### src/rtl/uart_mem_bridge_if.sv
// UART receive/transmit strobes and the synchronous memory port of the bridge.
// rx_done_tick and tx_done_tick are one-cycle strobes. tx_start is a one-cycle request, and tx_in holds until tx_done_tick.
// mem_we is a one-cycle write strobe. mem_rdata answers the mem_addr of the previous cycle.
interface uart_mem_bridge_if #(
  parameter int ADDR_W = 16
);
  logic              rx_done_tick;
  logic [7:0]        rx_out;
  logic              tx_start;
  logic [7:0]        tx_in;
  logic              tx_done_tick;
  logic [ADDR_W-1:0] mem_addr;
  logic [7:0]        mem_wdata;
  logic              mem_we;
  logic [7:0]        mem_rdata;

  modport master (
    input  rx_done_tick, rx_out, tx_done_tick, mem_rdata,
    output tx_start, tx_in, mem_addr, mem_wdata, mem_we
  );

  modport slave (
    output rx_done_tick, rx_out, tx_done_tick, mem_rdata,
    input  tx_start, tx_in, mem_addr, mem_wdata, mem_we
  );
endinterface

### src/rtl/uart_mem_bridge.sv
// Command-driven bridge: 'L' loads N received bytes into memory, then ACKs.
// 'S' streams memory addresses 0..N-1 back out over the UART, one byte at a time.
module uart_mem_bridge #(
  parameter int         ADDR_W   = 16,
  parameter logic [7:0] ACK_BYTE = 8'h41
) (
  input  logic                     clk,
  input  logic                     reset,
  uart_mem_bridge_if.master        bus,
  output logic                     busy,
  output logic                     done_tick,
  output logic [2:0]               state_dbg
);

  typedef enum logic [2:0] {
    IDLE    = 3'd0,
    LEN_HI  = 3'd1,
    LEN_LO  = 3'd2,
    LOAD    = 3'd3,
    ACK     = 3'd4,
    RD_REQ  = 3'd5,
    RD_WAIT = 3'd6,
    TX_WAIT = 3'd7
  } state_t;

  localparam logic [7:0] CMD_LOAD = 8'h4C;
  localparam logic [7:0] CMD_SEND = 8'h53;

  state_t            state;
  logic              is_send;
  logic [15:0]       len;
  logic [15:0]       count;
  logic [15:0]       count_inc;
  logic              tx_start_r;
  logic [7:0]        tx_in_r;
  logic              mem_we_r;
  logic [ADDR_W-1:0] mem_addr_r;
  logic [7:0]        mem_wdata_r;

  assign count_inc     = count + 16'd1;
  assign busy          = (state != IDLE);
  assign state_dbg     = state;
  assign bus.tx_start  = tx_start_r;
  assign bus.tx_in     = tx_in_r;
  assign bus.mem_we    = mem_we_r;
  assign bus.mem_addr  = mem_addr_r;
  assign bus.mem_wdata = mem_wdata_r;

  always_ff @(posedge clk or negedge reset) begin
    if (!reset) begin
      state       <= IDLE;
      is_send     <= 1'b0;
      len         <= '0;
      count       <= '0;
      tx_start_r  <= 1'b0;
      tx_in_r     <= 8'h00;
      mem_we_r    <= 1'b0;
      mem_addr_r  <= '0;
      mem_wdata_r <= 8'h00;
      done_tick   <= 1'b0;
    end else begin
      tx_start_r <= 1'b0;
      mem_we_r   <= 1'b0;
      done_tick  <= 1'b0;
      case (state)
        IDLE: begin
          if (bus.rx_done_tick && (bus.rx_out == CMD_LOAD || bus.rx_out == CMD_SEND)) begin
            is_send <= (bus.rx_out == CMD_SEND);
            count   <= '0;
            state   <= LEN_HI;
          end
        end
        LEN_HI: begin
          if (bus.rx_done_tick) begin
            len[15:8] <= bus.rx_out;
            state     <= LEN_LO;
          end
        end
        LEN_LO: begin
          if (bus.rx_done_tick) begin
            len[7:0] <= bus.rx_out;
            if ({len[15:8], bus.rx_out} == 16'd0) begin
              if (is_send) begin
                done_tick <= 1'b1;
                state     <= IDLE;
              end else begin
                tx_start_r <= 1'b1;
                tx_in_r    <= ACK_BYTE;
                state      <= ACK;
              end
            end else if (is_send) begin
              mem_addr_r <= '0;
              state      <= RD_REQ;
            end else begin
              state <= LOAD;
            end
          end
        end
        LOAD: begin
          // Leave only after the last write strobe has been seen, so mem_we never spills into ACK.
          if (count == len) begin
            tx_start_r <= 1'b1;
            tx_in_r    <= ACK_BYTE;
            state      <= ACK;
          end else if (bus.rx_done_tick) begin
            mem_we_r    <= 1'b1;
            mem_wdata_r <= bus.rx_out;
            mem_addr_r  <= count[ADDR_W-1:0];
            count       <= count_inc;
          end
        end
        ACK: begin
          if (bus.tx_done_tick) begin
            done_tick <= 1'b1;
            state     <= IDLE;
          end
        end
        RD_REQ: state <= RD_WAIT;
        RD_WAIT: begin
          tx_in_r    <= bus.mem_rdata;
          tx_start_r <= 1'b1;
          state      <= TX_WAIT;
        end
        TX_WAIT: begin
          if (bus.tx_done_tick) begin
            count <= count_inc;
            if (count_inc == len) begin
              done_tick <= 1'b1;
              state     <= IDLE;
            end else begin
              mem_addr_r <= count_inc[ADDR_W-1:0];
              state      <= RD_REQ;
            end
          end
        end
        default: state <= IDLE;
      endcase
    end
  end

endmodule

### src/flat_wrapper.sv
// flat-port wrapper written by rule: the top's interface ports become plain ports
module uart_mem_bridge_flat 
#(
  parameter int         ADDR_W   = 16,
  parameter logic [7:0] ACK_BYTE = 8'h41
)
  (clk, reset, busy, done_tick, state_dbg, bus_rx_done_tick, bus_rx_out, bus_tx_done_tick, bus_mem_rdata, bus_tx_start, bus_tx_in, bus_mem_addr, bus_mem_wdata, bus_mem_we);
  uart_mem_bridge_if #(.ADDR_W(ADDR_W)) bus_i ();
  input  logic clk;
  input  logic reset;
  output logic busy;
  output logic done_tick;
  output logic [2:0] state_dbg;
  input wire logic [$bits(bus_i.rx_done_tick)-1:0] bus_rx_done_tick;
  input wire logic [$bits(bus_i.rx_out)-1:0] bus_rx_out;
  input wire logic [$bits(bus_i.tx_done_tick)-1:0] bus_tx_done_tick;
  input wire logic [$bits(bus_i.mem_rdata)-1:0] bus_mem_rdata;
  output wire logic [$bits(bus_i.tx_start)-1:0] bus_tx_start;
  output wire logic [$bits(bus_i.tx_in)-1:0] bus_tx_in;
  output wire logic [$bits(bus_i.mem_addr)-1:0] bus_mem_addr;
  output wire logic [$bits(bus_i.mem_wdata)-1:0] bus_mem_wdata;
  output wire logic [$bits(bus_i.mem_we)-1:0] bus_mem_we;
  assign bus_i.rx_done_tick = bus_rx_done_tick;
  assign bus_i.rx_out = bus_rx_out;
  assign bus_i.tx_done_tick = bus_tx_done_tick;
  assign bus_i.mem_rdata = bus_mem_rdata;
  assign bus_tx_start = bus_i.tx_start;
  assign bus_tx_in = bus_i.tx_in;
  assign bus_mem_addr = bus_i.mem_addr;
  assign bus_mem_wdata = bus_i.mem_wdata;
  assign bus_mem_we = bus_i.mem_we;
  uart_mem_bridge #(.ADDR_W(ADDR_W), .ACK_BYTE(ACK_BYTE)) u_core (.clk(clk), .reset(reset), .bus(bus_i), .busy(busy), .done_tick(done_tick), .state_dbg(state_dbg));
endmodule
### config.mk
export PLATFORM = sky130hd
export DESIGN_NAME = uart_mem_bridge_flat
export DESIGN_NICKNAME = d
export VERILOG_FILES = /design/src/rtl/uart_mem_bridge_if.sv /design/src/rtl/uart_mem_bridge.sv /design/src/flat_wrapper.sv
export SDC_FILE = /design/constraint.sdc
export NUM_CORES = 1
export LEC_CHECK = 0
export CAP_MARGIN = 20
export CORE_ASPECT_RATIO = 0.6
export CORE_MARGIN = 2
export CORE_UTILIZATION = 55
export CTS_CLUSTER_DIAMETER = 50
export DETAILED_ROUTE_END_ITERATION = 7
export GPL_ROUTABILITY_DRIVEN = 0
export PLACE_DENSITY = 0.8
export REMOVE_ABC_BUFFERS = 1
export SLEW_MARGIN = 20
export SYNTH_ARGS = -nofsm -noshare
export SYNTH_HDL_FRONTEND = slang
export SYNTH_SLANG_ARGS = --single-unit
### constraint.sdc
create_clock -name clk -period 3.7 [get_ports clk]
set_input_delay 0.74 -clock clk [delete_from_list [all_inputs] [get_ports clk]]
set_output_delay 0.74 -clock clk [all_outputs]
set_load 0.01 [all_outputs]
==> implementation parameters <==
Parameter                              Value

Logic synthesis
  Synth async-reset ratio    100%
  Seq/Total Area, Yosys    40.0%
  Synthesis Warnings    0
  Area of the mapped netlist    0.00444 mm2
  Number of flops mapped to enable cells by yosys    0
  Most common flop cell mapped by yosys    sky130_fd_sc_hd__dfrtp_1
  Number of different library cells in the post-synthesis netlist    72
  Synthesized area per cell    10.3 um2
  Register bit total from synthesis    71
  Number of instances in the synthesized netlist    433

Critical path
  Critical path depth in cells    8
  Slack of the worst reg-to-reg path    0.53 ns
  Reg-to-Reg Start    u_core.count[0]
  Crit. Startpoint    u_core.count[0]
  Ordered list of cells on the worst path    ha_1 -> and4_1 -> and3_1 -> o21ai_0 -> nor4_2 -> nand4b_1 -> o21ai_4 -> o2bb2ai_1
  CP max stage delay    0.63 ns
  Element type at the critical path end    flip-flop
  Crit path kind    reg2reg
  Top fanout value on the critical path    15
  Worst-case reg-to-reg path depth    8
  Top Family by Delay on Critical Path    simple AND/OR/NAND/NOR gates
  Setup crit end    u_core.bus.mem_addr[2]
  Number of buffer and inverter stages on the critical path    0
  Slowest cell on crit path    sky130_fd_sc_hd__dfrtp_1
  Required arrival time at the worst endpoint    3.90 ns
  Data arrival at the endpoint of the critical path    3.38 ns
  End of the worst register-to-register path    u_core.bus.mem_addr[2]
  Kind of launch point of the worst setup path    flip-flop

Timing
  Worst relative slew slack    52.6%
  Fin Setup TNS    0 ns
  Largest clock skew in the final design    0.00551 ns
  Least-Margin Pin Slew    0.710 ns
  Number of max-slew violations in the final report    0
  Number of endpoints failing setup at the final stage    0
  Min cycle time layout    3.17 ns
  Final Hold Slack    0.349 ns
  Hold violation total from the final report    0
  Final critical-path setup slack    0.529 ns
  Tcrit/Tclk final    85.7%
  Max Clock Freq    0.315 GHz
  Unrepaired setup endpoints after global routing    no

CTS
  CTS buffer count    9
  Buffers from clock root to sink, at most    2
  Worst skew pair latency    0.34 ns
  CTS Root Buffer Type    sky130_fd_sc_hd__clkbuf_16
  Gates resized, CTS repair    0
  Number of levels the H-tree was split into    3
  TritonCTS clock tree    built
  Post-CTS setup buffer count    0
  TritonCTS Sinks    71
  Clk pin slew, worst setup/hold paths    0.06 ns
  Cts-stage hold buffer count    0

Detailed routing
  Routed wire length    11400 um
  Via-to-Cell Ratio    6.24
  Number of DRC violations after detailed routing    0
  Detailed router's first-iteration violation count    329
  1st-pass router iterations    5
  DR vias    3672
  Avg WL per Cell    19.4 um
  Antenna-violating nets left    0

Cells and area
  Share of cells above drive strength 1    16.7%
  Highest-count cells in the layout ignoring fill and taps    71 x sky130_fd_sc_hd__dfrtp_1, 57 x sky130_fd_sc_hd__clkdlybuf4s50_1, 35 x sky130_fd_sc_hd__nand2_1, 27 x sky130_fd_sc_hd__nor2_1, 22 x sky130_fd_sc_hd__o21ai_1
  Final-stage net count    499
  Most common library cell in the layout ignoring fill and taps    sky130_fd_sc_hd__dfrtp_1
  Ant. Diodes    0
  Relative area change from synthesis to final layout    20.7%
  Summed area of non-filler cells in the final layout    0.00536 mm2

Floorplanning
  Placeable core region    0.00785 mm2
  Die height    73.6 um
  I/O pin total    59
  Starting density of the core    56.5%
  Overall die width    120 um
  Die ar.    0.00883 mm2
  Cell row count    25

Power
  Static Leakage    0.00213 uW
  Worst-case vdd ir drop    0.467 mV
  Clock share of power    24.1%
  Part of the power in combinational logic    42.1%
  Total chip power    4460 uW
  Total internal power    2690 uW
  Switching share of total power    39.8%
  Switching power total    1780 uW
  Proportion of power drawn by flip-flops and latches    33.9%
  Power density relative to cell area    833 mW/mm2

GRT
  Total global routing track utilization    27.9%
  Antenna violations before repair    0
  Via count of the first global-routing pass    3549
  First-pass GRT wire length    18800 um
  Largest net degree at the start of global routing    30
  Total gr overflow    0

Place
  Total of buffers placed on input and output ports    58
  Dpl cell area    0.00499 mm2
  Pre-CTS setup slack    0.409 ns
  Detail Placement HPWL    8060 um

Outcome
  Run status    finished clean

Job
  Number of max-capacitance violations reported    0

Hold path
  Worst min-delay path category    in2async
per-stage QoR:
| step | util, % | std cells |
|---|---|---|
| after floorplan | - | 396 |
| after global placement | 63.6 | 572 |
| after detailed placement | 63.6 | 572 |
| after CTS | 68.3 | 588 |
| after global routing | 68.3 | 588 |
| final | 68.3 | 588 |
final cells by class:
class,instances,area (um2)
Fill cell,608,2490
Multi-Input combinational cell,318,2400
Sequential cell,71,1780
Timing Repair Buffer,68,651
Clock buffer,9,225
Clock inverter,7,144
Tap cell,108,135
Inverter,7,26.3
per-layer routing:
layer / routed length, um / GRT usage (%) / share of wire, % / up-vias
met2: 4950 / 41.6 / 43 / 201
met5: 0 / 0 / 0 / -
met1: 5190 / 39.8 / 46 / 1792
met4: 87 / 5.75 / 0.76 / 0
met3: 1160 / 9.55 / 10 / 11
li1: - / - / - / 1668
cell usage after synthesis (9+ instances only):
master	n	area [um2]
sky130_fd_sc_hd__clkbuf_1	11	41.3
sky130_fd_sc_hd__dfrtp_1	71	1780
sky130_fd_sc_hd__xor2_1	18	158
sky130_fd_sc_hd__o21ai_1	22	110
sky130_fd_sc_hd__a21oi_1	9	45.0
sky130_fd_sc_hd__xnor2_1	18	158
sky130_fd_sc_hd__nor2_1	27	101
sky130_fd_sc_hd__nand3_1	14	70.1
sky130_fd_sc_hd__nand2_1	35	131
sky130_fd_sc_hd__mux2_2	17	191
sky130_fd_sc_hd__nor4_1	9	56.3
sky130_fd_sc_hd__buf_2	12	60.1
sky130_fd_sc_hd__o2bb2ai_2	11	165
sky130_fd_sc_hd__a31oi_1	9	56.3
state kept, by name (all words and copies together) (netlist names):
name and cells:
u_core.count 16, u_core.bus.tx_start 1, u_core.bus.mem_wdata 8, u_core.is_send 1, u_core.len 16, u_core.done_tick 1, u_core.state_dbg 3, u_core.bus.tx_in 8
u_core.bus.mem_we 1, u_core.bus.mem_addr 16
power by group through the flow:
stage | combinational, uW | clock [uW] | sequential (uW)
after floorplan | 1110 | 0 | 1470
after global placement | 1780 | 0 | 1490
after detailed placement | 1850 | 0 | 1500
after CTS | 1870 | 1090 | 1500
after global routing | 2040 | 1130 | 1560
final | 1880 | 1070 | 1510
cell families (layout without fill, tap and decap cells):
group                      Yosys count  count (layout)  synth area share [%]
and+or+nand+nor                    151             151                  21.1
AOI/OAI and AO/OA                   98              98                  17.2
xor gates and xnor gates            38              38                  7.84
DFF                                 71              71                  40.0
adders and majority gates            4               4                  1.13
muxes                               27              27                  6.79
buffers and inverters               44              91                  5.86
worst min-delay path by stage:
| stage | start | to | slack (ns) | cells after the start |
|---|---|---|---|---|
| 6_report | reset | u_core.len[11] | 0.35 | 1 |
| 3_5_place_dp | u_core.bus.mem_addr[2] | u_core.bus.mem_addr[2] | 0.47 | 1 |
| 3_3_place_gp | u_core.bus.mem_wdata[0] | u_core.bus.mem_wdata[0] | 0.47 | 1 |
| 2_1_floorplan | reset | u_core.bus.mem_addr[0] | 0.44 | 0 |
| 5_1_grt | reset | u_core.bus.mem_wdata[4] | 0.37 | 1 |
| 4_1_cts | reset | u_core.bus.mem_wdata[4] | 0.35 | 1 |
No activity file was read; power rests on OpenSTA's default activity.
==> variant (same settings) <==
Put one more register stage on the output `state_dbg`, with the module's reset. The value now appears one clock later. The other outputs are not delayed to match.
--- a/src/rtl/uart_mem_bridge.sv
+++ b/src/rtl/uart_mem_bridge.sv
@@ -39,7 +39,13 @@
 
   assign count_inc     = count + 16'd1;
   assign busy          = (state != IDLE);
-  assign state_dbg     = state;
+  always_ff @(posedge clk or negedge reset) begin
+    if (!reset) begin
+      state_dbg <= '0;
+    end else begin
+      state_dbg <= state;
+    end
+  end
   assign bus.tx_start  = tx_start_r;
   assign bus.tx_in     = tx_in_r;
   assign bus.mem_we    = mem_we_r;
Check against the original RTL: not equivalent (a bounded check fails within 4 cycles, from zero or initial values and one cycle with reset low).
==> variant against the unedited design <==
Wire length shrank 12%; power shrank 17%; worst setup slack lost 0.066 ns; global-route usage shrank 0.51 points; via count shrank 9.2%; cell area shrank 6.3%; die area shrank 8.4%; clock skew grew 0.0013 ns; sequential cell count grew 3; area after synthesis shrank 8.7%; critical path type unchanged; critical endpoint is now u_core.bus.mem_addr[13]; largest cell class unchanged; highest routed layer unchanged.
==> variant: results (changes against the unedited design) <==
- The top cell family by delay on the critical path is compound AO/OA/AOI/OAI gates.
- The via count of the first global-routing pass is 3253 (-8.3%).
- The total via count after detailed routing came to 3334 (-9.2%).
- The kind of path behind the tightest hold check is reg -> reg.
- The starting DRC count in detailed routing was 344 (+4.6%).
- The portion of total power attributed to sequential cells was 39.3% (+5.4 points).
- The arrival time reported for the critical path endpoint came to 3.49 ns (+0.11 ns).
- The post-route met1 wirelength came to 4.721 mm (-9.1%).
- The peak ir drop on the vdd network is 0.4785 mV (+2.4%).
- The part of the power in combinational logic is 35.2% (-6.9 points).
- The number of vias per cell is 6.084 (-2.6%).
- The number of instances in the placed design was 533 (-6.8%).
- The switching component of the power was 1.262 mW (-29%).
- The beginning of the worst register-to-register path is u_core.count[2].
- The met2 routing resource usage after global routing is 38.92% (-2.7 points).
- The placed cell area is 4698 µm² (-5.9%).
- The maximum number of pins on one net before global-route repair is 75 (+150%).
- The flow ran to the end, and the final reports show no timing, DRC or antenna violations.
- The complex-gate fraction of the synthesized area is 10.90% (-6.3 points).
- The count of fill cells added during filler insertion is 541 (-11%).
- The transition time at the pin with the least slew margin was 0.9223 ns (+0.2127 ns).
- The wire length per cell after detailed routing is 18.37 µm (-5.2%).
- The fraction of final layout cells with drive strength greater than 1 is 14.00% (-2.7 points).
- The sequential-to-total area share from yosys stat is 45.71% (+5.7 points).
- The setup slack of the critical path after layout was 0.4630 ns (-0.06585 ns).
- The half-perimeter wire length after placement is 7.075 mm (-12%).
- The first-pass GRT wire length is 16.95 mm (-9.8%).
- The depth of the worst register-to-register path was 7 (-1).
- The leakage power summed over all cells is 2.052 nW (-3.9%).
-- variant: cell type report --
class / instances / share of cell area [%]
multi-input combinational: 291 / 40.87
sequential: 74 / 36.86
tap: 91 / 2.266
inverter: 9 / 0.6725
timing repair buffer: 68 / 13.00
clock inverter: 5 / 1.569
clock buffer: 10 / 4.757
-- variant: worst min-delay path by stage --
| stage | start | endpoint | slack (ns) | cells past startpoint |
|---|---|---|---|---|
| 2_1_floorplan | reset | u_core.bus.mem_addr[0] | 0.44 | 0 |
| 3_3_place_gp | u_core.bus.tx_in[7] | u_core.bus.tx_in[7] | 0.48 | 1 |
| 3_5_place_dp | u_core.bus.tx_in[2] | u_core.bus.tx_in[2] | 0.48 | 1 |
| 4_1_cts | u_core.bus.tx_in[5] | u_core.bus.tx_in[5] | 0.51 | 1 |
| 5_1_grt | u_core.bus.tx_in[2] | u_core.bus.tx_in[2] | 0.52 | 1 |
| 6_report | u_core.bus.mem_wdata[2] | u_core.bus.mem_wdata[2] | 0.50 | 1 |
